--- config.mk ---
export PLATFORM = sky130hd
export DESIGN_NAME = hazard_control_unit
export DESIGN_NICKNAME = d
export VERILOG_FILES = /design/src/rtl/hazard_control_unit.sv
export SDC_FILE = /design/constraint.sdc
export NUM_CORES = 1
export LEC_CHECK = 0
export CAP_MARGIN = 5
export CORE_MARGIN = 3
export CORE_UTILIZATION = 46
export DETAILED_ROUTE_END_ITERATION = 16
export PLACE_DENSITY = 0.71
export SLEW_MARGIN = 20
export SYNTH_ARGS = -nofsm -noshare
export SYNTH_HDL_FRONTEND = slang
export SYNTH_SLANG_ARGS = --single-unit
--- constraint.sdc ---
create_clock -name clk -period 15.15 [get_ports clk]
set_input_delay 4.545 -clock clk [delete_from_list [all_inputs] [get_ports clk]]
set_output_delay 4.545 -clock clk [all_outputs]
set_load 0.005 [all_outputs]
--- src/rtl/hazard_control_unit.sv ---
// Pipeline hazard controller for the 5-stage core: tracks the E/M/W instructions and
// produces stall, flush and forwarding controls plus a data-memory wait FSM.
module hazard_control_unit #(
   parameter int RF_AW    = 4,
   parameter int WAIT_MAX = 255
) (
   input  logic             clk,
   input  logic             rst,
   input  logic             d_valid,
   input  logic [RF_AW-1:0] d_r1_addr,
   input  logic [RF_AW-1:0] d_r2_addr,
   input  logic [RF_AW-1:0] d_rd_addr,
   input  logic             d_reg_write,
   input  logic             d_mem_to_reg,
   input  logic             e_branch_taken,
   input  logic             m_mem_req,
   input  logic             m_mem_ready,
   output logic             stall_f,
   output logic             stall_d,
   output logic             stall_e,
   output logic             stall_m,
   output logic             flush_d,
   output logic             flush_e,
   output logic [1:0]       forward_ae,
   output logic [1:0]       forward_be,
   output logic             mem_timeout,
   output logic [31:0]      stall_cycles
);

   localparam logic       STALL    = 1'b1;
   localparam logic       RUN      = 1'b0;
   localparam logic       FLUSH    = 1'b0;
   localparam logic       KEEP     = 1'b1;
   localparam logic [1:0] FWD_RF   = 2'd0;
   localparam logic [1:0] FWD_WB   = 2'd1;
   localparam logic [1:0] FWD_MEM  = 2'd2;
   localparam logic [8:0] WAIT_LIM = 9'(WAIT_MAX);

   typedef enum logic {ST_RUN, ST_WAIT} state_e;

   typedef struct packed {
      logic             valid;
      logic [RF_AW-1:0] rd;
      logic             reg_write;
      logic             is_load;
   } stage_t;

   typedef struct packed {
      stage_t           op;
      logic [RF_AW-1:0] r1;
      logic [RF_AW-1:0] r2;
   } ex_t;

   state_e      state_q, state_d;
   logic [7:0]  wait_cnt_q, wait_cnt_d;
   ex_t         e_q, e_d;
   stage_t      m_q, m_d, w_q, w_d;
   logic [31:0] stall_cycles_q, stall_cycles_d;
   logic [8:0]  wait_next;
   logic        mem_pending;
   logic        timeout;
   logic        memwait;
   logic        load_use;

   function automatic logic [1:0] fwd_sel(input logic e_valid, input logic [RF_AW-1:0] src,
                                          input stage_t m, input stage_t w);
      if (!e_valid)                                               return FWD_RF;
      else if (m.valid && m.reg_write && !m.is_load && m.rd == src) return FWD_MEM;
      else if (w.valid && w.reg_write && w.rd == src)               return FWD_WB;
      else                                                          return FWD_RF;
   endfunction

   // NOTE: sequential state uses non-blocking assignments only; all next-state values
   // come from the combinational blocks below.
   always_ff @(posedge clk or posedge rst) begin
      if (rst) begin
         state_q        <= ST_RUN;
         wait_cnt_q     <= '0;
         e_q            <= '0;
         m_q            <= '0;
         w_q            <= '0;
         stall_cycles_q <= '0;
      end else begin
         state_q        <= state_d;
         wait_cnt_q     <= wait_cnt_d;
         e_q            <= e_d;
         m_q            <= m_d;
         w_q            <= w_d;
         stall_cycles_q <= stall_cycles_d;
      end
   end

   // The wait count includes the current WAIT cycle, so the limit hits on the Nth WAIT cycle.
   always_comb begin
      // NOTE: every signal gets a default before any branch, so no latches are inferred.
      mem_pending = m_mem_req & ~m_mem_ready;
      wait_next   = {1'b0, wait_cnt_q} + 9'd1;
      timeout     = (state_q == ST_WAIT) & ~m_mem_ready & (wait_next == WAIT_LIM);
      state_d     = state_q;
      wait_cnt_d  = wait_cnt_q;
      memwait     = 1'b0;
      case (state_q)
         ST_RUN: begin
            memwait = mem_pending;
            if (mem_pending) begin
               state_d    = ST_WAIT;
               wait_cnt_d = '0;
            end
         end
         ST_WAIT: begin
            memwait = ~m_mem_ready & ~timeout;
            if (memwait) wait_cnt_d = wait_next[7:0];
            else         state_d    = ST_RUN;
         end
         default: state_d = ST_RUN;
      endcase
   end

   always_comb begin
      load_use = e_q.op.valid & e_q.op.reg_write & e_q.op.is_load & d_valid &
                 ((e_q.op.rd == d_r1_addr) | (e_q.op.rd == d_r2_addr));
      stall_f  = RUN;
      stall_d  = RUN;
      stall_e  = RUN;
      stall_m  = RUN;
      flush_d  = KEEP;
      flush_e  = KEEP;
      e_d      = {d_valid, d_rd_addr, d_reg_write, d_mem_to_reg, d_r1_addr, d_r2_addr};
      m_d      = e_q.op;
      w_d      = m_q;
      if (memwait) begin
         stall_f = STALL;
         stall_d = STALL;
         stall_e = STALL;
         stall_m = STALL;
         e_d     = e_q;
         m_d     = m_q;
         w_d     = '0;
      end else if (e_branch_taken) begin
         flush_d = FLUSH;
         flush_e = FLUSH;
         e_d     = '0;
      end else if (load_use) begin
         stall_f = STALL;
         stall_d = STALL;
         flush_e = FLUSH;
         e_d     = '0;
      end
      // NOTE: the FSM sits in RUN during reset yet sees live memory inputs, so the
      // controls are forced here to keep the pipeline registers flushed and running.
      if (rst) begin
         stall_f = RUN;
         stall_d = RUN;
         stall_e = RUN;
         stall_m = RUN;
         flush_d = FLUSH;
         flush_e = FLUSH;
      end
   end

   assign stall_cycles_d = (stall_f == STALL && stall_cycles_q != '1) ? stall_cycles_q + 32'd1
                                                                      : stall_cycles_q;
   assign stall_cycles   = stall_cycles_q;
   assign mem_timeout    = timeout & ~rst;
   assign forward_ae     = fwd_sel(e_q.op.valid, e_q.r1, m_q, w_q);
   assign forward_be     = fwd_sel(e_q.op.valid, e_q.r2, m_q, w_q);

endmodule
---- Yosys cells after proc, flatten, opt, wreduce, memory -nomap -nowiden ----
Cells that the tools add are included.
storage, ports and cells
  register bits after elaboration ......... 69
  latch bits .............................. 0
  RAM bits ................................ 0
  bits in read-only memories .............. 0
  input bits .............................. 20
  output and inout bits ................... 43
  logic and storage cells ................. 81
  memories kept ........................... 0
cells by class
  add/sub/neg operators ................... 2
  multipliers ............................. 0
  divide/modulo/power cells ............... 0
  order comparisons ....................... 0
  equal/unequal tests ..................... 10
  shifts and indexed selects .............. 0
  mux-type cells .......................... 29
  bitwise gates (word level) .............. 14
  reductions and logical operators ........ 10
operator list
  operator               number
  $add 32x1->32 const B  1
  $ne 32x32->1 const B   1
  $mux 15                2
  $eq 4x4->1             6
  $mux 1                 17
  $mux 8                 2
  $pmux 8 s2             1
  $add 8x1->9 const B    1
  $and 1x1->1            9
  $eq 9x8->1 const B     1
  $logic_and 1x1->1      8
  $mux 2                 4
  $mux 7                 1
  $not 1->1              4
  $pmux 1 s2             2
  $ne 2x1->1 const B     1
  $ne 2x2->1 const B     1
  $reduce_and 2->1       1
  $logic_not 1->1        1
  $or 1x1->1             1

---- Logic depth before layout (Yosys ltp) ----
Gate-level depths: netlist (run 1).
  word-level depth ........................ 9
  gate-level depth with buffers ........... 10
  gate-level depth less buffers ........... 9

---- Worst setup path before layout (run 1) ----
OpenSTA, ideal clock, no wires.
  path kind ............................... input to output
  start ................................... in rst
  end ..................................... out mem_timeout
  data arrival time ....................... 6614 ps
  required time ........................... 10605 ps
  slack ................................... 3991 ps
  cell stages on the path ................. 4
  path buffers ............................ 1
  path through ............................ clkbuf_1 > inv_1 > nand4_1 > nor2_1
on the way
  cells in the longest elaborated chain, start to end .. 2
ends and longest elaborated chain
  item             RTL line  RTL
  start, declared  8         input logic rst,
  $not 1->1        164       assign mem_timeout = timeout & ~rst;
  $and 1x1->1      164
  end, declared    26        output logic mem_timeout,
No other way between the ends.

---- Worst setup path in the final report (run 1) ----
  start ................................... in m_mem_ready
  end ..................................... out stall_d
on the way
  cells in the longest elaborated chain, start to end .. 8
  elaborated cells between the ends (all ways) .. 9
  those cells by class .................... 3 x mux; 6 x bitwise
ends and longest elaborated chain
  item                      RTL line     RTL
  start, declared           17           input logic m_mem_ready,
  $not 1->1 (*)             96, 98, 111
  $and 1x1->1 (2 in a row)  98           timeout = (state_q == ST_WAIT) & ~m_mem_ready & (wait_next == WAIT_LIM);
  $not 1->1                 111          memwait = ~m_mem_ready & ~timeout;
  $and 1x1->1               111
  $pmux 1 s2 (*)            102          case (state_q)
  $mux 1 (*)                131          if (memwait) begin
  $mux 1 (*)                151          if (rst) begin
  end, declared             19           output logic stall_d,
Every way passes the cells marked *; elsewhere a longest branch is shown, timed or not.

==> impl_metrics.json, run 1 <==
{
  "tightest_slew_ns": 0.915,
  "die_h_microns": 95.6,
  "final.period_utilization_pct": 75.0,
  "drt_iter0_markers": 153,
  "cp_common_cell": "clkdlybuf4s50_1",
  "track_usage_pct": 19.8,
  "antenna_found_initial": 0,
  "globalplace.congestion": 0.839,
  "clock_latency_ns": 0.34,
  "ys_warn_count": 0,
  "critPathRequiredTime_ns": 10.61,
  "diodes": 0,
  "cp_max_fo": 10,
  "cp.arrival_ns": 6.82,
  "cts.repair.resized": 0,
  "nNetsFinal": 451,
  "ios": 63,
  "grt_pass1_wl_mm": 14.2,
  "slowest_delay_ns": 0.57,
  "path_cells": "clkdlybuf4s50_1 -> nor2b_1 -> o41ai_1 -> or3_4 -> o211a_1 -> nor2_1 -> clkdlybuf4s50_1",
  "die_w_microns": 95.6,
  "max-vdd-ir-drop_mv": 0.0465,
  "syn_area_per_cell_sq_um": 9.99,
  "setup_viol": 0,
  "synth_edf_count": 0,
  "fin_ws_ns": 3.79,
  "via_count": 3022,
  "criticalPathCategory": "primary input to output port",
  "dp_hpwl_mm": 6.14,
  "cts_num_sinks": 69,
  "die_area_sq_mm": 0.00915,
  "path_clk_slew_ns": 0.07,
  "layout_commonest_cell": "dfrtp_1",
  "numCtsBuffers": 9,
  "syn2layout_area_growth_pct": 23.3,
  "setup_tns_ns": 0,
  "syn_nets": 393,
  "drive_above_1_share_pct": 8.08,
  "drc": 0,
  "fin_skew_ns": 0.0154,
  "synthFlopType": "dfrtp_1",
  "viasPerCell": 5.65,
  "wl_per_cell_microns": 16.4,
  "final-hold-violation-count": 0,
  "firstDrtPassIters": 4,
  "synthCells": 370,
  "synth_area_sq_mm": 0.00370,
  "final_cell_mix": "dfrtp_1 (69), clkdlybuf4s50_1 (62), xnor2_1 (47)",
  "pre_cts_ws_ns": 3.81,
  "finalMaxSlewViolations": 0,
  "synthArstFlopShare_pct": 100,
  "grt_pass1_vias": 2911,
  "ant_nets": 0,
  "start_util_pct": 47.6,
  "htreeDepth": 3,
  "grt_start_max_net_pins": 73,
  "postCtsSetupRepairBufs": 0,
  "fmax_mhz": 88.0,
  "fp-row-count": 32,
  "layout_min_cycle_time_ns": 11.36,
  "fill_cells": 690,
  "clockBufferDepth": 2,
  "leakagePower_nw": 1.84,
  "cap_violations": 0,
  "synth.distinct_cells": 49,
  "rsz0062_at_grt": "false",
  "core_area_sq_mm": 0.00777,
  "hold_path.class": "flip-flop to flip-flop",
  "pwr_density_cell_mw_per_mm2": 106,
  "status": "finished clean",
  "cp_slowest_cell": "clkdlybuf4s50_1",
  "end_kind": "output port",
  "startpoint_type": "primary input",
  "wl_mm": 8.76,
  "yosysSeqAreaShare_pct": 46.7,
  "root_buffer": "clkbuf_8",
  "r2r_setup_slack_ns": 11.74,
  "overflow": 0,
  "maxSlewHeadroom_pct": 39.0,
  "cts_tree": "yes",
  "postCtsHoldBufs": 0,
  "ys_ff_latch": 69,
  "port_buffers": 62
}
==> cells in the mapped netlist (2+ instances only) <==
cell type / number / area share [%]
nand3_1: 21 / 2.8
nor2_2: 2 / 0.34
a211o_1: 2 / 0.47
clkbuf_1: 7 / 0.71
nor4_1: 5 / 0.85
and2_1: 13 / 2.2
xor2_1: 8 / 1.9
xnor2_1: 47 / 11
and3_1: 5 / 0.85
inv_1: 4 / 0.41
a22o_1: 15 / 3.6
or2_2: 3 / 0.51
or3_1: 3 / 0.51
nand4b_1: 3 / 0.71
a21oi_1: 7 / 0.95
nor2_1: 16 / 1.6
buf_4: 3 / 0.61
nor4_2: 3 / 1.0
o21ai_0: 8 / 1.1
nand2_1: 45 / 4.6
nand4_1: 22 / 3.7
o31ai_1: 4 / 0.81
ha_1: 3 / 1.0
nor3b_1: 2 / 0.41
nand2b_1: 3 / 0.51
nand3b_1: 3 / 0.61
dfrtp_1: 69 / 47
nor3_1: 10 / 1.4
nor2b_1: 5 / 0.85
buf_2: 6 / 0.81
and4_1: 4 / 0.95
or3_4: 2 / 0.61
==> power by group <==
part | total, mW | switching [mW] | internal, mW
combinational | 0.101 | 0.0451 | 0.0558
clock | 0.140 | 0.0678 | 0.0727
sequential | 0.240 | 0.0343 | 0.206
total | 0.482 | 0.147 | 0.334
==> stage by stage <==
stage	instance area [sq um]	total power, mW	utilization, %	hold slack (ns)	std cells
floorplan	3700	0.301	-	0.437	370
global placement	4370	0.341	56.3	0.459	519
detailed placement	4370	0.344	56.3	0.478	519
CTS	4560	0.485	58.7	0.495	535
global route	4560	0.509	58.7	0.520	535
finish	4560	0.482	58.7	0.495	535
==> layout make-up <==
class	instances	area, sq um	area share (%)
well taps	102	128	2.80
multi-input cells	279	1860	40.8
clock buffers	13	169	3.71
repair buffers	64	636	13.9
flip-flops and latches	69	1730	37.9
clock inverters	3	18.8	0.412
inverters	5	18.8	0.412
==> kinds of logic after synthesis <==
kind of cell / Yosys count / share of synthesized area (%)
AO/OA/AOI/OAI: 44 / 9.17
buffers and inverters: 22 / 2.95
XOR/XNOR: 55 / 13.0
AND/OR/NAND/NOR: 175 / 26.4
flip-flops: 69 / 46.7
adder cells (fa/ha/maj): 3 / 1.02
multiplexers: 2 / 0.711
==> critical path, delay by kind of cell <==
kind                   cells  cell delay (ns)
AOI/OAI and AO/OA          2             0.41
buffers and inverters      2             1.05
and+or+nand+nor            3             0.80
==> state kept, by name (all words and copies together) (netlist names) <==
register / cells
stall_cycles: 32
e_q: 15
wait_cnt_q: 8
m_q: 7
w_q: 6
state_q: 1
==> routing by layer <==
layer / share of wire, % / global-route usage [%] / up-vias
li1: - / - / 1429
met4: 0.67 / 4.50 / 0
met5: 0 / 0 / -
met1: 45 / 27.1 / 1491
met3: 5.1 / 5.37 / 7
met2: 49 / 31.3 / 95
==> final timing paths <==
kind                                           start                            to  cells past startpoint
min                               m_q[0]$_DFFE_PP0N_            m_q[0]$_DFFE_PP0N_                      2
min in group asynchronous                        rst  stall_cycles[11]$_DFFE_PP0P_                      3
min reg2reg                       m_q[0]$_DFFE_PP0N_            m_q[0]$_DFFE_PP0N_                      2
max in group asynchronous                        rst  stall_cycles[25]$_DFFE_PP0P_                      3
max                                      m_mem_ready                       stall_d                      7
max reg2reg                wait_cnt_q[1]$_DFFE_PP0P_            e_q[7]$_DFFE_PP0N_                      8
Power figures use the tool's default switching activity.
==> run 2: changes to the inputs <==
--- a/config.mk
+++ b/config.mk
@@ -9,7 +9,7 @@
 export CORE_MARGIN = 3
 export CORE_UTILIZATION = 46
 export DETAILED_ROUTE_END_ITERATION = 16
-export PLACE_DENSITY = 0.71
+export PLACE_DENSITY = 0.74
 export SLEW_MARGIN = 20
 export SYNTH_ARGS = -nofsm -noshare
 export SYNTH_HDL_FRONTEND = slang
==> constraint.sdc (replaced) <==
create_clock -name clk -period 10.15 [get_ports clk]
set_input_delay 3.045 -clock clk [delete_from_list [all_inputs] [get_ports clk]]
set_output_delay 3.045 -clock clk [all_outputs]
set_load 0.005 [all_outputs]
==> impl_metrics.json, run 2 (synthesis gave the netlist of run 1 again) <==
{
  "stdcell_area_sq_mm": 0.00454,
  "cp_max_fo": 10,
  "max-vdd-ir-drop_mv": 0.0819,
  "cp_top_family": "buffers and inverters",
  "viasPerCell": 5.58,
  "cp.arrival_ns": 5.30,
  "clockBufferDepth": 2,
  "final_util_pct": 58.5,
  "root_buffer": "clkbuf_8",
  "tightest_slew_ns": 0.887,
  "clock_latency_ns": 0.36,
  "reg2reg_from": "wait_cnt_q[1]$_DFFE_PP0P_",
  "dp_hpwl_mm": 5.93,
  "postCtsHoldBufs": 0,
  "slowest_delay_ns": 0.53,
  "end_kind": "output port",
  "fmax_mhz": 120,
  "grt_start_max_net_pins": 73,
  "die_h_microns": 95.6,
  "track_usage_pct": 19.8,
  "die_area_sq_mm": 0.00915,
  "cp_common_cell": "clkdlybuf4s50_1",
  "final.period_utilization_pct": 82.3,
  "min_from": "m_q[0]$_DFFE_PP0N_",
  "layout_min_cycle_time_ns": 8.35,
  "cts_num_sinks": 69,
  "hold_path.class": "flip-flop to flip-flop",
  "overflow": 0,
  "drc": 0,
  "numCtsBuffers": 9,
  "antenna_found_initial": 0,
  "criticalPathCategory": "primary input to output port",
  "drt_iter0_markers": 146,
  "fin_skew_ns": 0.00769,
  "fill_cells": 704,
  "min_to": "m_q[0]$_DFFE_PP0N_",
  "reg2reg_depth": 8,
  "cp_slowest_cell": "clkdlybuf4s50_1",
  "nNetsFinal": 451,
  "wl_per_cell_microns": 15.7,
  "cap_violations": 0,
  "grt_pass1_vias": 2882,
  "cts.repair.resized": 0,
  "port_buffers": 62,
  "place_area_sq_mm": 0.00437,
  "maxSlewHeadroom_pct": 40.9,
  "diodes": 0,
  "cts_tree": "yes",
  "grt_pass1_wl_mm": 14.0,
  "r2r_setup_slack_ns": 6.91,
  "syn2layout_area_growth_pct": 23.0,
  "setup_tns_ns": 0,
  "rsz0062_at_grt": "false",
  "fin_hold_ws_ns": 0.479,
  "finalMaxSlewViolations": 0,
  "fp-row-count": 32,
  "htreeDepth": 3,
  "layout_commonest_cell": "dfrtp_1",
  "core_area_sq_mm": 0.00777,
  "firstDrtPassIters": 4,
  "startpoint_type": "primary input",
  "r2r-end": "e_q[14]$_DFFE_PP0N_",
  "status": "finished clean",
  "fin_ws_ns": 1.80,
  "start_util_pct": 47.6,
  "ios": 63,
  "path_clk_slew_ns": 0.07,
  "crit_buf_inv": 2,
  "final_cell_mix": "dfrtp_1 (69), clkdlybuf4s50_1 (62), xnor2_1 (47)",
  "leakagePower_nw": 1.83,
  "holdPathStages": 2,
  "wl_mm": 8.41,
  "pre_cts_ws_ns": 1.84,
  "critPathRequiredTime_ns": 7.11,
  "via_count": 2987,
  "die_w_microns": 95.6,
  "setup_viol": 0,
  "postCtsSetupRepairBufs": 0,
  "path_cells": "clkdlybuf4s50_1 -> nor2b_1 -> o41ai_1 -> or3_4 -> o211a_1 -> nor2_1 -> clkdlybuf4s50_1",
  "globalplace.congestion": 0.843,
  "pwr_density_cell_mw_per_mm2": 156,
  "final-hold-violation-count": 0,
  "largest_reg_flops": 32,
  "drive_above_1_share_pct": 8.31,
  "ant_nets": 0
}
## run 2: cell types whose count changed in the layout (fill, tap and decap cells not counted)
cell	change
clkinvlp_4	+2
clkbuf_1	-1
clkbuf_8	-3
inv_6	+1
clkinv_4	+1
## run 2: final cells by class
cell class | count | area (sq um) | share of cell area [%]
tap | 102 | 128 | 2.81
timing repair buffer | 64 | 636 | 14.0
sequential | 69 | 1730 | 38.0
clock buffer | 9 | 124 | 2.73
inverter | 5 | 18.8 | 0.413
multi-input combinational | 279 | 1860 | 40.9
clock inverter | 7 | 51.3 | 1.13
## run 2: report_power, final
| part | internal [mW] | switching, mW | total (mW) |
|---|---|---|---|
| Combinational | 0.0830 | 0.0677 | 0.151 |
| Sequential | 0.307 | 0.0491 | 0.356 |
| Clock | 0.0892 | 0.114 | 0.203 |
| Total | 0.479 | 0.230 | 0.710 |
## run 2: worst max-delay path by stage
| stage | from | to | slack (ns) | cells after the start |
|---|---|---|---|---|
| 4_1_cts | m_mem_ready | stall_d | 1.80 | 7 |
| 5_1_grt | m_mem_ready | stall_e | 1.66 | 7 |
| 6_report | m_mem_ready | stall_d | 1.80 | 7 |
| 3_3_place_gp | m_mem_ready | stall_d | 1.91 | 7 |
| 2_1_floorplan | rst | mem_timeout | 1.99 | 4 |
| 3_5_place_dp | m_mem_ready | stall_d | 1.84 | 7 |
## run 2: metrics by stage
stage / std cells / power [mW]
final: 535 / 0.710
after CTS: 535 / 0.717
after floorplan: 370 / 0.450
after detailed placement: 519 / 0.511
after global placement: 519 / 0.507
after global routing: 535 / 0.752
## run 2: routing by layer
metal	track usage (%)	routed length (microns)	part of all wire (%)
met1	27.1	3850	46
met5	0	0	0
met2	30.9	4050	48
met4	6.99	131	1.6
met3	4.18	369	4.4
## run 2: tightest hold or removal path, cell delays in order (launching register included)
cell	delay, ns
dfrtp_1	0.34
nand2_1	0.05
nand2_1	0.06
==> run 3: changes to the inputs <==
==> constraint.sdc (replaced) <==
create_clock -name clk -period 6.7 [get_ports clk]
set_input_delay 2.01 -clock clk [delete_from_list [all_inputs] [get_ports clk]]
set_output_delay 2.01 -clock clk [all_outputs]
set_load 0.005 [all_outputs]
==> impl_metrics.json, run 3 (synthesis gave the netlist of run 1 again) <==
{
  "die_w_microns": 95.6,
  "clockPowerShare_pct": 30.9,
  "clockBufferDepth": 2,
  "root_buffer": "clkbuf_8",
  "fin_hold_ws_ns": 0.476,
  "hold_path.class": "flip-flop to flip-flop",
  "path_clk_slew_ns": 0.07,
  "p_sw_uw": 340,
  "cts_num_sinks": 69,
  "place_inst": 521,
  "pwr_density_cell_mw_per_mm2": 243,
  "cp_max_fo": 25,
  "syn2layout_area_growth_pct": 24.0,
  "rsz0062_at_grt": "false",
  "reg2reg_from": "wait_cnt_q[1]$_DFFE_PP0P_",
  "overflow": 0,
  "cap_violations": 0,
  "numCtsBuffers": 9,
  "path_cells": "clkdlybuf4s50_1 -> nor2b_1 -> o41ai_1 -> or3_4 -> o21a_2 -> nor2_1 -> clkdlybuf4s50_1",
  "start_util_pct": 47.6,
  "startpoint_type": "primary input",
  "globalplace.congestion": 0.828,
  "holdPathStages": 2,
  "fin_ws_ns": 0.445,
  "cts.repair.resized": 0,
  "swShare_pct": 30.5,
  "final.period_utilization_pct": 93.4,
  "die_area_sq_mm": 0.00915,
  "layout_commonest_cell": "dfrtp_1",
  "fp-row-count": 32,
  "largest_reg_flops": 32,
  "leakagePower_nw": 1.85,
  "nNetsFinal": 453,
  "grt_start_max_net_pins": 73,
  "antenna_found_initial": 0,
  "p_seq_share_pct": 48.4,
  "finalMaxSlewViolations": 0,
  "reg2reg_depth": 8,
  "grt_pass1_wl_mm": 14.1,
  "grt_pass1_vias": 2941,
  "min_to": "m_q[0]$_DFFE_PP0N_",
  "die_h_microns": 95.6,
  "status": "finished clean",
  "maxSlewHeadroom_pct": 41.0,
  "via_count": 2928,
  "setup_viol": 0,
  "drive_above_1_share_pct": 8.51,
  "r2r_setup_slack_ns": 3.39,
  "port_buffers": 62,
  "ant_nets": 0,
  "pre_cts_ws_ns": 0.477,
  "ios": 63,
  "track_usage_pct": 19.7,
  "postCtsHoldBufs": 0,
  "cts_tree": "yes",
  "drt_iter0_markers": 114,
  "fin_skew_ns": 0.00925,
  "cp_common_cell": "clkdlybuf4s50_1",
  "tightest_slew_ns": 0.885,
  "core_area_sq_mm": 0.00777,
  "critPathRequiredTime_ns": 4.69,
  "slowest_delay_ns": 0.54,
  "setup_tns_ns": 0,
  "min_from": "m_q[0]$_DFFE_PP0N_",
  "htreeDepth": 3,
  "layout_min_cycle_time_ns": 6.26,
  "criticalPathCategory": "primary input to output port",
  "clock_latency_ns": 0.35,
  "r2r-end": "e_q[9]$_DFFE_PP0N_",
  "firstDrtPassIters": 4,
  "intPower_uw": 776,
  "combPwrFrac_pct": 20.7,
  "viasPerCell": 5.45,
  "power_mw": 1.12,
  "wl_mm": 8.46,
  "max-vdd-ir-drop_mv": 0.183,
  "fmax_mhz": 160,
  "postCtsSetupRepairBufs": 0,
  "dp_hpwl_mm": 6.02,
  "final-hold-violation-count": 0,
  "drc": 0,
  "cp.arrival_ns": 4.25,
  "wl_per_cell_microns": 15.8,
  "final_cells": 537,
  "end_kind": "output port",
  "final_cell_mix": "dfrtp_1 (69), clkdlybuf4s50_1 (62), xnor2_1 (47)",
  "cp_slowest_cell": "clkdlybuf4s50_1",
  "diodes": 0
}
==> run 3: changes by cell type in the layout (fill, tap and decap cells not counted), sizes merged <==
| cell | delta |
|---|---|
| buf | +2 |
| bufinv | +1 |
| clkbuf | +2 |
| clkinv | -3 |
==> run 3: power by group through the flow <==
stage / Combinational, mW / Sequential (mW) / Clock, mW
after floorplan: 0.159 / 0.523 / 0
after global placement: 0.225 / 0.544 / 0
after detailed placement: 0.231 / 0.546 / 0
after CTS: 0.234 / 0.539 / 0.350
after global routing: 0.258 / 0.551 / 0.366
final: 0.231 / 0.540 / 0.345
==> run 3: worst max-delay path by stage <==
stage,cells past startpoint,slack (ns),start,endpoint
final,7,0.44,m_mem_ready,stall_e
after global routing,7,0.34,m_mem_ready,stall_e
after CTS,7,0.45,m_mem_ready,stall_e
after detailed placement,7,0.48,m_mem_ready,stall_e
after global placement,7,0.58,m_mem_ready,flush_d
after floorplan,4,0.61,rst,mem_timeout
==> run 3: final cells by class <==
class,instances,area [sq um]
Clock buffer,11,141
Multi-Input combinational cell,279,1860
Clock inverter,5,58.8
Timing Repair Buffer,66,651
Sequential cell,69,1730
Inverter,5,18.8
Tap cell,102,128
Fill cell,674,3180
==> run 3: worst max-delay path: cells and delay by family <==
family / cells / cell delay (ns)
AOI/OAI and AO/OA: 2 / 0.42
buffers and inverters: 2 / 1.00
and+or+nand+nor: 3 / 0.81
==> run 3: per-stage QoR <==
step	instance area (sq um)	util, %
final	4580	59.0
after global routing	4580	59.0
after global placement	4380	56.4
after CTS	4580	59.0
after floorplan	3700	-
after detailed placement	4380	56.4
==> run 3: metal layers <==
layer | share of wire (%) | up-vias | global-route usage, %
met5 | 0 | - | 0
met4 | 0.67 | 0 | 5.57
met3 | 3.8 | 6 | 4.66
met2 | 48 | 63 | 31.8
met1 | 47 | 1427 | 26.5
li1 | - | 1432 | -
